File: config.mk
export PLATFORM = sky130hd
export DESIGN_NAME = mips_axi_lite_master
export DESIGN_NICKNAME = d
export VERILOG_FILES = /design/src/rtl/mips_axi_lite_master.sv
export SDC_FILE = /design/constraint.sdc
export NUM_CORES = 1
export LEC_CHECK = 0
export CAP_MARGIN = 25
export CORE_ASPECT_RATIO = 1.4
export CORE_UTILIZATION = 25
export DETAILED_ROUTE_END_ITERATION = 12
export PLACE_DENSITY = 0.59
export SETUP_SLACK_MARGIN = 0.5
export SYNTH_ARGS = -nofsm -noshare
export SYNTH_HDL_FRONTEND = slang
export SYNTH_SLANG_ARGS = --single-unit
File: constraint.sdc
create_clock -name clk -period 2 [get_ports clk]
set_input_delay 0.2 -clock clk [delete_from_list [all_inputs] [get_ports clk]]
set_output_delay 0.2 -clock clk [all_outputs]
set_load 0.01 [all_outputs]
File: src/rtl/mips_axi_lite_master.sv
`timescale 1ns/1ps
// mips_axi_lite_master
// AXI4-Lite initiator for the MIPS core data port. It takes one CPU access at
// a time (MemRead / MemWrite held until Mem_done) and runs the matching AR/R
// or AW/W/B transaction. Read data, a completion pulse and an error flag are
// returned to the core.
//
// Ports
//   clk, rst                 core clock, synchronous active-high reset
//   Address, Write_data,     CPU request; sampled when the request is accepted
//   Write_strb
//   MemRead, MemWrite        request strobes; MemWrite wins if both are high
//   Read_data                last completed read data (held)
//   Mem_done, Mem_err        one-cycle completion pulse and its error flag
//   Busy                     high whenever a transaction is in flight
//   m_axi_*                  AXI4-Lite master channels AR, R, AW, W, B
//
// Every output is a flop, so there is no combinational path from any AXI
// input to any output, and no valid depends on a ready in the same cycle.
module mips_axi_lite_master #(
  parameter int ADDR_WIDTH = 14
) (
  input  logic                  clk,
  input  logic                  rst,
  input  logic [31:0]           Address,
  input  logic                  MemRead,
  input  logic                  MemWrite,
  input  logic [31:0]           Write_data,
  input  logic [3:0]            Write_strb,
  output logic [31:0]           Read_data,
  output logic                  Mem_done,
  output logic                  Mem_err,
  output logic                  Busy,
  output logic [ADDR_WIDTH-1:0] m_axi_araddr,
  output logic                  m_axi_arvalid,
  input  logic                  m_axi_arready,
  input  logic [31:0]           m_axi_rdata,
  input  logic [1:0]            m_axi_rresp,
  input  logic                  m_axi_rvalid,
  output logic                  m_axi_rready,
  output logic [ADDR_WIDTH-1:0] m_axi_awaddr,
  output logic                  m_axi_awvalid,
  input  logic                  m_axi_awready,
  output logic [31:0]           m_axi_wdata,
  output logic [3:0]            m_axi_wstrb,
  output logic                  m_axi_wvalid,
  input  logic                  m_axi_wready,
  input  logic [1:0]            m_axi_bresp,
  input  logic                  m_axi_bvalid,
  output logic                  m_axi_bready
);

  typedef enum logic [2:0] {
    S_IDLE,
    S_RD_ADDR,
    S_RD_DATA,
    S_WR_REQ,
    S_WR_RESP
  } state_t;

  state_t                r_state, w_state_nxt;

  logic [31:0]           r_read_data, w_read_data_nxt;
  logic                  r_mem_done,  w_mem_done_nxt;
  logic                  r_mem_err,   w_mem_err_nxt;
  logic [ADDR_WIDTH-1:0] r_araddr,    w_araddr_nxt;
  logic                  r_arvalid,   w_arvalid_nxt;
  logic                  r_rready,    w_rready_nxt;
  logic [ADDR_WIDTH-1:0] r_awaddr,    w_awaddr_nxt;
  logic                  r_awvalid,   w_awvalid_nxt;
  logic [31:0]           r_wdata,     w_wdata_nxt;
  logic [3:0]            r_wstrb,     w_wstrb_nxt;
  logic                  r_wvalid,    w_wvalid_nxt;
  logic                  r_bready,    w_bready_nxt;

  // Word-aligned AXI address; the byte offset and upper CPU bits are dropped.
  logic [ADDR_WIDTH-1:0] w_addr_aligned;
  logic                  w_unused_addr;
  logic                  w_aw_done;
  logic                  w_w_done;

  assign w_addr_aligned = {Address[ADDR_WIDTH-1:2], 2'b00};
  assign w_unused_addr  = ^{Address[31:ADDR_WIDTH], Address[1:0]};

  // A channel counts as finished once its valid has dropped or is being
  // accepted this cycle; AW and W may complete in either order.
  assign w_aw_done = !r_awvalid || m_axi_awready;
  assign w_w_done  = !r_wvalid  || m_axi_wready;

  always_ff @(posedge clk) begin
    if (rst) begin
      r_state     <= S_IDLE;
      r_read_data <= '0;
      r_mem_done  <= 1'b0;
      r_mem_err   <= 1'b0;
      r_araddr    <= '0;
      r_arvalid   <= 1'b0;
      r_rready    <= 1'b0;
      r_awaddr    <= '0;
      r_awvalid   <= 1'b0;
      r_wdata     <= '0;
      r_wstrb     <= '0;
      r_wvalid    <= 1'b0;
      r_bready    <= 1'b0;
    end else begin
      r_state     <= w_state_nxt;
      r_read_data <= w_read_data_nxt;
      r_mem_done  <= w_mem_done_nxt;
      r_mem_err   <= w_mem_err_nxt;
      r_araddr    <= w_araddr_nxt;
      r_arvalid   <= w_arvalid_nxt;
      r_rready    <= w_rready_nxt;
      r_awaddr    <= w_awaddr_nxt;
      r_awvalid   <= w_awvalid_nxt;
      r_wdata     <= w_wdata_nxt;
      r_wstrb     <= w_wstrb_nxt;
      r_wvalid    <= w_wvalid_nxt;
      r_bready    <= w_bready_nxt;
    end
  end

  always_comb begin
    w_state_nxt     = r_state;
    w_read_data_nxt = r_read_data;
    w_mem_done_nxt  = 1'b0;
    w_mem_err_nxt   = 1'b0;
    w_araddr_nxt    = r_araddr;
    w_arvalid_nxt   = r_arvalid;
    w_rready_nxt    = r_rready;
    w_awaddr_nxt    = r_awaddr;
    w_awvalid_nxt   = r_awvalid;
    w_wdata_nxt     = r_wdata;
    w_wstrb_nxt     = r_wstrb;
    w_wvalid_nxt    = r_wvalid;
    w_bready_nxt    = r_bready;

    unique case (r_state)
      S_IDLE: begin
        // While Mem_done is high the CPU is still holding the request it is
        // about to drop, so nothing is accepted in that cycle.
        if (!r_mem_done) begin
          if (MemWrite) begin
            w_awaddr_nxt  = w_addr_aligned;
            w_wdata_nxt   = Write_data;
            w_wstrb_nxt   = Write_strb;
            w_awvalid_nxt = 1'b1;
            w_wvalid_nxt  = 1'b1;
            w_state_nxt   = S_WR_REQ;
          end else if (MemRead) begin
            w_araddr_nxt  = w_addr_aligned;
            w_arvalid_nxt = 1'b1;
            w_state_nxt   = S_RD_ADDR;
          end
        end
      end

      S_RD_ADDR: begin
        if (m_axi_arready) begin
          w_arvalid_nxt = 1'b0;
          w_rready_nxt  = 1'b1;
          w_state_nxt   = S_RD_DATA;
        end
      end

      S_RD_DATA: begin
        if (m_axi_rvalid) begin
          w_read_data_nxt = m_axi_rdata;
          w_rready_nxt    = 1'b0;
          w_mem_done_nxt  = 1'b1;
          w_mem_err_nxt   = (m_axi_rresp != 2'b00);
          w_state_nxt     = S_IDLE;
        end
      end

      S_WR_REQ: begin
        if (m_axi_awready) w_awvalid_nxt = 1'b0;
        if (m_axi_wready)  w_wvalid_nxt  = 1'b0;
        if (w_aw_done && w_w_done) begin
          w_bready_nxt = 1'b1;
          w_state_nxt  = S_WR_RESP;
        end
      end

      S_WR_RESP: begin
        if (m_axi_bvalid) begin
          w_bready_nxt   = 1'b0;
          w_mem_done_nxt = 1'b1;
          w_mem_err_nxt  = (m_axi_bresp != 2'b00);
          w_state_nxt    = S_IDLE;
        end
      end

      default: w_state_nxt = S_IDLE;
    endcase
  end

  assign Read_data     = r_read_data;
  assign Mem_done      = r_mem_done;
  assign Mem_err       = r_mem_err;
  assign Busy          = (r_state != S_IDLE);
  assign m_axi_araddr  = r_araddr;
  assign m_axi_arvalid = r_arvalid;
  assign m_axi_rready  = r_rready;
  assign m_axi_awaddr  = r_awaddr;
  assign m_axi_awvalid = r_awvalid;
  assign m_axi_wdata   = r_wdata;
  assign m_axi_wstrb   = r_wstrb;
  assign m_axi_wvalid  = r_wvalid;
  assign m_axi_bready  = r_bready;

endmodule

# Word-level counts from Yosys, hierarchy flattened

Cells that the tools add are included.

Add/subtract/negate cells: 0
Reduce and logical (&&, ||, !) cells: 22
Multipliers: 0
Divide/modulo/power cells: 0
Eq/ne operators: 15
Magnitude comparators: 0
Bitwise gates (word level): 2
Shift-type cells: 0
Multiplexer cells: 31

Operators with widths:

| kind                                          | number |
|---|---|
| 2-to-1 mux 3 bit                              | 7 |
| != test 2 bit, second input constant          | 10 |
| 2-to-1 mux 1 bit                              | 16 |
| one-hot mux 3 bit (5 select lines)            | 1 |
| one-hot mux 1 bit (2 select lines)            | 7 |
| AND reduction 4 bit                           | 3 |
| nonzero test 2 bit                            | 6 |
| AND reduction 3 bit                           | 3 |
| == test 3 x 2 -> 1 bit, second input constant | 2 |
| AND reduction 6 bit                           | 1 |
| AND reduction 5 bit                           | 1 |
| == test 3 x 1 -> 1 bit, second input constant | 1 |
| == test 3 bit, second input constant          | 1 |
| logical NOT 3 bit                             | 1 |
| != test 3 bit, second input constant          | 1 |
| nonzero test 3 bit                            | 1 |
| logical NOT 1 bit                             | 2 |
| logical OR 1 bit                              | 2 |
| inverter 1 bit                                | 2 |
| AND reduction 2 bit                           | 1 |
| logical AND 1 bit                             | 1 |

Word-level logic and storage cells: 83
Memory bits (read-only): 0
Bits of input ports: 113
Flip-flop bits (word level): 102
Output and inout bits: 104
Memories kept: 0
Latch bits: 0
Memory bits (writable): 0

# Depth between registers and ports, before layout

Gate-level depths: netlist of run 1.

Depth in word-level cells: 5
Depth in mapped cells: 6
Gate-level depth less buffers: 4

# Least setup slack after synthesis of run 1

No wires, ideal clock.

Path kind: register to register
From: register r_state[2]
To: register r_araddr[10] (netlist: m_axi_araddr[10])
Slack: 0.694 ns
Stages on the path, launching flop included: 6
Buffers on the path: 1
Arrival time: 1.178 ns
Path through: dfxtp_1 > nor4_4 > nand3b_2 > buf_4 > mux2i_1 > nor2_1

Longest elaborated chain between the ends: 2

Ends and longest elaborated chain:

| item                                 | RTL line | source |
|---|---|---|
| from (decl)                          | 61       | `state_t r_state, w_state_nxt;` |
| from (signal assigned)               | 106      | `r_state <= w_state_nxt;` |
| logical NOT 3 bit                    | 137      | `unique case (r_state)` |
| AND reduction 4 bit (no source line) | --       |  |
| to (signal assigned)                 | 110      | `r_araddr <= w_araddr_nxt;` |
| to (decl)                            | 66       | `logic [ADDR_WIDTH-1:0] r_araddr, w_araddr_nxt;` |

No other way between the ends.
A chain may end at the register's enable or synchronous reset.

# Final worst setup path of run 1

From: register r_state[0]
To: register r_awaddr[11] (netlist: m_axi_awaddr[11])

Longest elaborated chain between the ends: 2

Ends and longest elaborated chain:

| item                                 | RTL line | source |
|---|---|---|
| logical NOT 3 bit                    | 137      |  |
| AND reduction 3 bit (no source line) | --       |  |
| to (signal assigned)                 | 113      | `r_awaddr <= w_awaddr_nxt;` |
| to (decl)                            | 69       | `logic [ADDR_WIDTH-1:0] r_awaddr, w_awaddr_nxt;` |

No other way between the ends.

==> summary.md, run 1 <==
Status
* finished, final reports clean — outcome

Placement
* 8.02 mm — Detailed Place HPWL
* 5790 um^2 — placed instance area
* 192 — count of input and output buffers
* 0.721 — routability cong.
* 808 — number of cells in the design after placement

Final layout
* 0 — Antenna Cells
* 835 — fin cells
* 6300 um^2 — cell area after layout
* 1443 — FILL cells
* 68.3% — layout overhead on the synthesized area
* 0.101 — share of cells above drive strength 1
* 0.432 — utilization after layout
* 754 — Net count, final

Synth
* 0.221 — area fraction in and, or, nand and nor cells after synthesis
* 0 — fraction of registers with async set or reset after synthesis
* 0 — synthesis warning total
* 0 — adder-cell area share of the yosys netlist
* 452 — number of standard cells after synthesis
* 0 — synthesized-area fraction occupied by xor and xnor cells
* 0 — number of enable flip-flop cells after synthesis
* 34 — post-synth cell types
* simple AND/OR/NAND/NOR gates — largest family of logic cells by synthesized area
* dfxtp_1 — main flop type after synthesis
* 8.29 um^2 — synthesized area per cell
* 0.0378 — share of synthesized area spent on multiplexers
* 0.545 — portion of the post-synthesis area used by sequential elements
* 0.134 — area fraction in compound gates after synthesis
* 3740 um^2 — cell area after synthesis
* 102 — Synth Register Bits

Worst setup path
* m_axi_awaddr[11] — Reg-to-Reg End
* nor4_4 > and2_4 > clkbuf_16 > nand2_1 > a21oi_1 — cell-by-cell listing of the critical path
* dfxtp_4 — Worst path slowest cell
* 2.26 ns — Critical Path RT
* r_state[0] — startpoint of the worst register-to-register path
* flip-flop to flip-flop — crit path kind
* simple AND/OR/NAND/NOR gates — critical path's top delay family
* 7 — crit path max fanout
* 5 — path depth of the worst reg2reg path
* 0.54 ns — worst setup slack for register-to-register paths
* flip-flop — critical path startpoint category
* flip-flop — endpoint kind of the worst setup timing path
* 1.73 ns — data arrival time at the worst-slack endpoint
* 0.37 ns — maximum cell stage delay along the critical path
* 1 — Buf/Inv on CP

Timing
* 0 — Setup Viol. Count Final
* 1.46 ns — min Tclk post-route
* 0 — Fin. Hold Viols
* true — RSZ-0062 raised after global routing
* 0 ns — total negative slack
* 0 — fin. max-slew vios
* 0.731 — Final period util
* 0.00996 ns — maximum clock skew at final layout
* 0.684 GHz — Highest Clock Rate

Floorplan
* 52 — floorplan row count
* 217 — # IOs
* 147 um — Vert. Die Dim
* 0.257 — starting density of the core
* 14600 um^2 — total core area
* 15500 um^2 — die footprint
* 105 um — die span in x

CTS
* 9 — clock buffer count from CTS
* clkbuf_16 — root buf cell
* 3 — H-Tree Depth
* 102 — number of sinks driven by the clock tree
* 2 — maximum number of buffers from clock root to sink
* 0.07 ns — clock-pin slew on the worst setup and hold paths
* yes — CTS tree
* 0.34 ns — Clk Latency, worst-skew pair
* 0 — number of buffers added to fix hold violations after cts

Worst hold path
* rst — origin of the worst min-delay path
* primary input to flip-flop — Tightest Hold Check Type
* Mem_done — worst-case hold path end point
* 2 — worst hold path cell count

Power and ir drop
* 2.32 nW — Leakage Power
* 0.00599 W — Design Power
* 393 uV — maximum vdd drop
* 950 nW/um^2 — Pwr Density

Run
* 0 — maximum capacitance violations

Route
* 4 — first-pass iteration count of the detailed router
* 14.8 um — average wire per cell in the routed design
* 3728 — count of vias placed by the detailed router
* 4.46 — post-detailed-route via-to-cell ratio
* 0 — total DRC errors in the routed layout
* 123 — number of DRC markers after the initial detailed-route iteration
* 12.4 mm — total wire length
* 0 — Antenna Violating Nets Remaining

GRT
* 0 — number of antenna violations at the first check in global routing
* 0.145 — overall track demand over capacity in global routing
* 3699 — vias in the first global route
* 51 — pin count of the biggest net entering global routing
* 17.8 mm — first-pass GRT wire length
* 0 — Remaining Overflow, GRT

cell type report:
class | count | area, um^2 | share of cell area
clock buffer | 10 | 239 | 0.0379
clock inverter | 6 | 46.3 | 0.00735
inverter | 5 | 18.8 | 0.00298
multi-input combinational | 312 | 1550 | 0.246
sequential | 102 | 2050 | 0.326
tap | 189 | 236 | 0.0375
timing repair buffer | 211 | 2160 | 0.343
worst max path at each step:
stage                  from          endpoint  slack [ns]  depth (start not counted)
2_1_floorplan    r_state[2]  m_axi_araddr[10]        0.69                          5
3_5_place_dp   m_axi_rvalid     Read_data[18]        0.30                          6
4_1_cts          r_state[2]  m_axi_awaddr[11]        0.47                          5
5_1_grt          r_state[0]   m_axi_awaddr[4]        0.46                          5
6_report         r_state[0]  m_axi_awaddr[11]        0.54                          5
3_3_place_gp   m_axi_rvalid      Read_data[8]        0.34                          6
cell usage after synthesis, types with 2 or more instances:
cell	n	area [um^2]
clkbuf_1	11	41.3
buf_4	11	82.6
o21ai_0	3	15.0
nand2b_1	3	18.8
inv_1	5	18.8
nand3_1	2	10.0
buf_6	3	33.8
a21oi_1	83	415
dfxtp_1	102	2040
nor2_1	23	86.3
buf_1	2	7.51
mux2i_1	13	130
nand2_1	162	608
buf_2	9	45.0
stage by stage:
step,hold WS (ns),setup slack [ns]
finish,0.271,0.537
global route,0.275,0.459
CTS,0.241,0.472
detailed placement,0.446,0.299
global placement,0.442,0.338
floorplan,0.336,0.694
worst reg2reg max path, stage by stage (launching register included):
cell and delay [ns]:
dfxtp_4 0.37, nor4_4 0.32, and2_4 0.32, clkbuf_16 0.20, nand2_1 0.06, a21oi_1 0.14
power by group:
group	switching, W	internal, W
Combinational	0.000907	0.000986
Clock	0.000778	0.000885
Sequential	0.000150	0.00228
Total	0.00184	0.00415
flip-flops by register name, indices dropped and copies added (netlist names):
signal and cells:
m_axi_wdata 32, m_axi_wstrb 4, m_axi_awvalid 1, Read_data 32, m_axi_araddr 12, m_axi_wvalid 1
r_state 3, Mem_err 1, m_axi_awaddr 12, m_axi_bready 1, m_axi_rready 1, m_axi_arvalid 1
Mem_done 1
kinds of logic after synthesis:
| logic type | after synthesis |
|---|---|
| AOI/OAI and AO/OA | 94 |
| other | 1 |
| muxes | 14 |
| buffers and inverters | 41 |
| DFF | 102 |
| and+or+nand+nor | 200 |
repair_timing:
action / CTS / global route
endpoints found under the setup margin: 84 / 73
pin swaps: 0 / 6
resized for setup: 9 / 21
buffers inserted: 0 / 5
gates cloned: 0 / 6
placed cells by master (no fill, tap or decap), types with 2 or more instances in the layout:
| master | count |
|---|---|
| a21oi_1 | 71 |
| a21oi_2 | 12 |
| buf_12 | 2 |
| buf_4 | 10 |
| buf_6 | 4 |
| clkbuf_16 | 12 |
| clkdlybuf4s50_1 | 189 |
| clkinv_4 | 2 |
| clkinvlp_4 | 2 |
| conb_1 | 4 |
| dfxtp_1 | 98 |
| dfxtp_4 | 3 |
| dlygate4sd2_1 | 2 |
| inv_1 | 5 |
| mux2i_1 | 13 |
| nand2_1 | 159 |
| nand2_2 | 3 |
| nand2b_1 | 3 |
| nand3_1 | 2 |
| nor2_1 | 22 |
| o21ai_0 | 3 |
per-layer routing:
| layer | track usage | routed length [um] | vias up |
|---|---|---|---|
| li1 | - | - | 1838 |
| met3 | 0.0479 | 894 | 21 |
| met1 | 0.140 | 4580 | 1734 |
| met5 | 0 | 0 | - |
| met4 | 0.0676 | 321 | 0 |
| met2 | 0.275 | 6570 | 135 |
Power figures use the tool's default switching activity.
==> inputs of run 2 (changes only) <==
clock period = 1.5 ns   (was 2 ns; I/O delays follow)
==> summary.md, run 2 (synthesized netlist as in run 1, its figures left out) <==
CTS
* 3 — H-Tree Depth, unchanged
* 102 — number of sinks driven by the clock tree, unchanged
* clkbuf_16 — root buf cell
* 9 — clock buffer count from CTS, unchanged
* 0.07 ns — clock-pin slew on the worst setup and hold paths, about the same
* yes — CTS tree
* 2 — maximum number of buffers from clock root to sink, unchanged
* 0.35 ns — Clk Latency, worst-skew pair, about the same
* 0 — number of buffers added to fix hold violations after cts, unchanged

GRT
* 0.161 — Global Route met1 Usage, +0.0211
* 49 — pin count of the biggest net entering global routing, -3.9%
* 3858 — vias in the first global route, +4.3%
* 0 — number of antenna violations at the first check in global routing, unchanged
* met2 — highest-utilization routing layer at the global route stage
* 0.156 — overall track demand over capacity in global routing, +0.0107
* 0 — Remaining Overflow, GRT, unchanged
* 0.0501 — GR met3 Demand/Resource, +0.00222
* 0.291 — global-route met2 utilization, +0.0155
* 19.1 mm — first-pass GRT wire length, +7.5%

Status
* finished, final reports clean — outcome

Placement
* 7.92 mm — Detailed Place HPWL, -1.3%
* 0.723 — routability cong., +0.33%
* 192 — count of input and output buffers, unchanged
* 5930 um^2 — placed instance area, +2.5%

Power and ir drop
* 0.295 — Clock Power Share, +0.017
* 0.314 — fraction of power spent switching nets, +0.00735
* 0.00557 W — internal power, +34%
* 0.304 — fraction of power consumed by combinational cells, -0.012
* 2.92 nW — Leakage Power, +26%
* 0.00255 W — sw power, +39%
* 519 uV — maximum vdd drop, +32%
* 1250 nW/um^2 — Pwr Density, +32%
* 0.00812 W — Design Power, +36%
* 0.401 — part of the power in registers, -0.005

Timing
* true — RSZ-0062 raised after global routing
* 0 — Setup Viol. Count Final, unchanged
* 0 — Fin. Hold Viols, unchanged
* 0.659 — relative max-transition margin
* 0 — fin. max-slew vios, unchanged
* 0.00889 ns — maximum clock skew at final layout, -0.00107 ns
* 0.930 — Final period util, +0.198
* 1.39 ns — min Tclk post-route, -0.0680 ns
* 0.511 ns — Worst Tran Pin Value
* 0.717 GHz — Highest Clock Rate, +4.9%

Final layout
* nand2_1 — most common library cell in the layout ignoring fill and taps
* 0.454 — share of cells above drive strength 1, +0.353
* 765 — Net count, final, +1.5%
* 0.446 — utilization after layout, +0.0136
* 6500 um^2 — cell area after layout, +3.2%
* 73.6% — layout overhead on the synthesized area
* 1441 — FILL cells, -0.14%
* 0 — Antenna Cells, unchanged
* 2140 um^2 — flip-flop and latch area, +4.1%
* 1920 um^2 — area taken by multi-input logic gates, +24%
* nand2_1 (131), clkdlybuf4s50_1 (91), buf_2 (91) — commonest non-fill, non-tap cells in the layout

Worst setup path
* 7 — crit path max fanout, unchanged
* 1 — Buf/Inv on CP, unchanged
* 0.34 ns — maximum cell stage delay along the critical path, -0.03 ns
* flip-flop to flip-flop — crit path kind
* 0.11 ns — worst setup slack for register-to-register paths, -0.43 ns
* r_state[0] — startpoint of the worst register-to-register path
* dfxtp_2 — Worst path slowest cell
* 1.72 ns — Critical Path RT, -0.54 ns
* flip-flop — critical path startpoint category
* 1.61 ns — data arrival time at the worst-slack endpoint, -0.12 ns
* nor4_4 > buf_4 > nand3b_4 > mux2i_1 > nor2_1 — cell-by-cell listing of the critical path
* simple AND/OR/NAND/NOR gates — critical path's top delay family
* m_axi_araddr[3] — Reg-to-Reg End
* r_state[0] — worst setup path startpoint
* flip-flop — endpoint kind of the worst setup timing path
* 5 — path depth of the worst reg2reg path, unchanged

Route
* 0 — total DRC errors in the routed layout, unchanged
* 4.47 — post-detailed-route via-to-cell ratio, about the same
* 3778 — count of vias placed by the detailed router, +1.3%
* 14.4 um — average wire per cell in the routed design, -3.1%
* 0 — Antenna Violating Nets Remaining, unchanged
* 4 — first-pass iteration count of the detailed router, unchanged
* 101 — number of DRC markers after the initial detailed-route iteration, -18%
* 12.1 mm — total wire length, -1.8%

Floorplan
* 147 um — Vert. Die Dim, unchanged
* 0.257 — starting density of the core, unchanged
* 52 — floorplan row count, unchanged
* 217 — # IOs, unchanged
* 15500 um^2 — die footprint, unchanged
* 14600 um^2 — total core area, unchanged
* 105 um — die span in x, unchanged

Run
* 0 — maximum capacitance violations, unchanged

Worst hold path
* rst — origin of the worst min-delay path
* 2 — worst hold path cell count, unchanged
* m_axi_araddr[3] — worst-case hold path end point
* primary input to flip-flop — Tightest Hold Check Type

## run 2: final cells by class
type	instances	share of cell area
sequential	102	0.329
multi-input combinational	313	0.295
timing repair buffer	221	0.290
tap	189	0.0364
clock buffer	9	0.0346
clock inverter	7	0.0121
inverter	5	0.00289
## run 2: metrics by stage
stage | worst slack, ns | hold WS (ns) | setup TNS [ns] | std cells
global route | -0.00802 | 0.266 | -0.0183 | 846
detailed placement | -0.0494 | 0.446 | -0.822 | 816
global placement | -0.0164 | 0.441 | -0.152 | 816
floorplan | 0.201 | 0.286 | 0 | 455
CTS | 0.0827 | 0.241 | 0 | 845
finish | 0.105 | 0.266 | 0 | 846
## run 2: timing repair
item                                    CTS  global route
pin swaps                                22            50
setup buffers                             9             1
gates cloned                              4             0
hold endpoints to repair                  0             0
endpoints found under the setup margin  202           141
resized for setup                       477           121
## run 2: how the worst max path moves through the flow
| stage | end | cells after the start |
|---|---|---|
| floorplan | m_axi_araddr[10] | 5 |
| global placement | Read_data[30] | 6 |
| detailed placement | Read_data[19] | 6 |
| CTS | m_axi_araddr[3] | 5 |
| global route | m_axi_araddr[3] | 5 |
| finish | m_axi_araddr[3] | 5 |
## run 2: power groups by stage
| stage | clock (W) | combinational [W] | sequential (W) |
|---|---|---|---|
| 2_1_floorplan | 0 | 0.00110 | 0.00340 |
| 3_3_place_gp | 0 | 0.00233 | 0.00326 |
| 3_5_place_dp | 0 | 0.00236 | 0.00328 |
| 4_1_cts | 0.00249 | 0.00233 | 0.00323 |
| 5_1_grt | 0.00261 | 0.00270 | 0.00330 |
| 6_report | 0.00239 | 0.00247 | 0.00326 |
## run 2: layer usage
layer  wire [um]  vias to the layer above
li1            -                     1859
met1        4680                     1766
met2        6400                      140
met3         844                       13
met4         218                        0
met5           0                        -
==> inputs of run 3 (changes only) <==
CORE_MARGIN = 3   (was default)
SKIP_CTS_REPAIR_TIMING = 1   (was default)
SLEW_MARGIN = 20   (was default)
==> summary.md, run 3 (synthesized netlist as in run 1, its figures left out) <==
Floorplan
* 16500 um^2 — die footprint, +6.6%
* 52 — floorplan row count, unchanged
* 14600 um^2 — total core area, unchanged
* 109 um — die span in x, +3.8%
* 0.257 — starting density of the core, unchanged
* 151 um — Vert. Die Dim, +2.7%
* 217 — # IOs, unchanged

CTS
* 2 — maximum number of buffers from clock root to sink, unchanged
* yes — CTS tree
* clkbuf_16 — root buf cell
* 102 — number of sinks driven by the clock tree, unchanged
* 0.34 ns — Clk Latency, worst-skew pair, about the same
* 0.07 ns — clock-pin slew on the worst setup and hold paths, about the same
* 9 — clock buffer count from CTS, unchanged
* 3 — H-Tree Depth, unchanged

Placement
* 8.45 mm — Detailed Place HPWL, +6.7%
* 192 — count of input and output buffers, unchanged
* 0.778 — routability cong., +7.6%
* 5900 um^2 — placed instance area, -0.55%
* -0.0474 ns — worst slack at placement, +0.00201 ns

Timing
* 0 — fin. max-slew vios, unchanged
* 0.0807 ns — setup slack of the critical path after layout, -0.0247 ns
* 0 — Setup Viol. Count Final, unchanged
* true — RSZ-0062 raised after global routing
* 0.705 GHz — Highest Clock Rate, -1.7%
* 0.946 — Final period util, +0.0165
* 1.42 ns — min Tclk post-route, +0.0247 ns
* 0 — Fin. Hold Viols, unchanged
* 0.206 ns — Post-Route Hold Slack, -0.0605 ns
* 0.00762 ns — maximum clock skew at final layout, -0.00128 ns

Final layout
* 0.427 — utilization after layout, -0.0188
* 66.3% — layout overhead on the synthesized area
* 0.339 — share of cells above drive strength 1, -0.114
* 0 — Antenna Cells, unchanged
* 6230 um^2 — cell area after layout, -4.2%
* 762 — Net count, final, -0.39%
* nand2_1 — most common library cell in the layout ignoring fill and taps
* nand2_1 (153), clkdlybuf4s50_1 (91), a21oi_1 (73) — commonest non-fill, non-tap cells in the layout

Route
* 0 — Antenna Violating Nets Remaining, unchanged
* 0 — total DRC errors in the routed layout, unchanged
* 4.45 — post-detailed-route via-to-cell ratio, -0.28%
* 15.0 um — average wire per cell in the routed design, +4.6%
* 164 — number of DRC markers after the initial detailed-route iteration, +62%
* 12.7 mm — total wire length, +4.3%
* 4 — first-pass iteration count of the detailed router, unchanged
* 3754 — count of vias placed by the detailed router, -0.64%

Power and ir drop
* 2.69 nW — Leakage Power, -7.6%
* 624 uV — maximum vdd drop, +20%
* 1280 nW/um^2 — Pwr Density, +2.5%
* 0.00797 W — Design Power, -1.9%

Worst hold path
* primary input to flip-flop — Tightest Hold Check Type

Worst setup path
* flip-flop to flip-flop — crit path kind
* 12 — crit path max fanout, +5
* flip-flop — endpoint kind of the worst setup timing path
* 1.68 ns — data arrival time at the worst-slack endpoint, +0.07 ns
* 1.76 ns — Critical Path RT, +0.04 ns
* flip-flop — critical path startpoint category

Status
* finished, final reports clean — outcome

GRT
* 49 — pin count of the biggest net entering global routing, unchanged
* 17.6 mm — first-pass GRT wire length, -7.8%
* 0 — Remaining Overflow, GRT, unchanged
* 0 — number of antenna violations at the first check in global routing, unchanged
* 0.135 — overall track demand over capacity in global routing, -0.0213
* 3634 — vias in the first global route, -5.8%

Run
* 0 — maximum capacitance violations, unchanged

[run 3: per-stage QoR]
| stage | instances | setup TNS (ns) |
|---|---|---|
| 6_report | 843 | 0 |
| 5_1_grt | 843 | 0 |
| 4_1_cts | 829 | -0.359 |
| 3_5_place_dp | 813 | -0.527 |
| 3_3_place_gp | 813 | 0 |
| 2_1_floorplan | 455 | 0 |
[run 3: worst max-delay path, cell delays in order (launching register included)]
cell and delay, ns:
dfxtp_4 0.39, buf_12 0.11, nand2_4 0.05, nor3_4 0.28
buf_4 0.18, clkbuf_16 0.15, nand2_1 0.07, a21oi_1 0.11
[run 3: final cells by class]
cell class,instances,area [um^2]
fillers,1460,8350
flip-flops and latches,102,2100
repair buffers,219,1920
multi-input cells,312,1660
clock buffers,10,239
well taps,189,236
clock inverters,6,43.8
inverters,5,18.8
[run 3: where the power goes]
group	switching (W)	leakage (nW)	internal, W	total, W
clock network	0.00103	0.139	0.00118	0.00221
logic	0.00128	1.70	0.00124	0.00251
registers	0.000185	0.851	0.00306	0.00325
total	0.00249	2.69	0.00548	0.00797
[run 3: worst paths after layout]
| kind | start | end | slack (ns) | depth (start not counted) |
|---|---|---|---|---|
| worst max-delay path | r_state[1] | Read_data[4] | 0.08 | 7 |
| worst min-delay path | rst | Mem_done | 0.21 | 2 |
| worst max register to register | r_state[1] | Read_data[4] | 0.08 | 7 |
| worst min register to register | m_axi_wdata[25] | m_axi_wdata[25] | 0.45 | 2 |
[run 3: layer usage]
layer  track usage  share of wire
met1         0.144           0.36
met2         0.240           0.54
met3        0.0503          0.086
met4        0.0468          0.015
met5             0              0
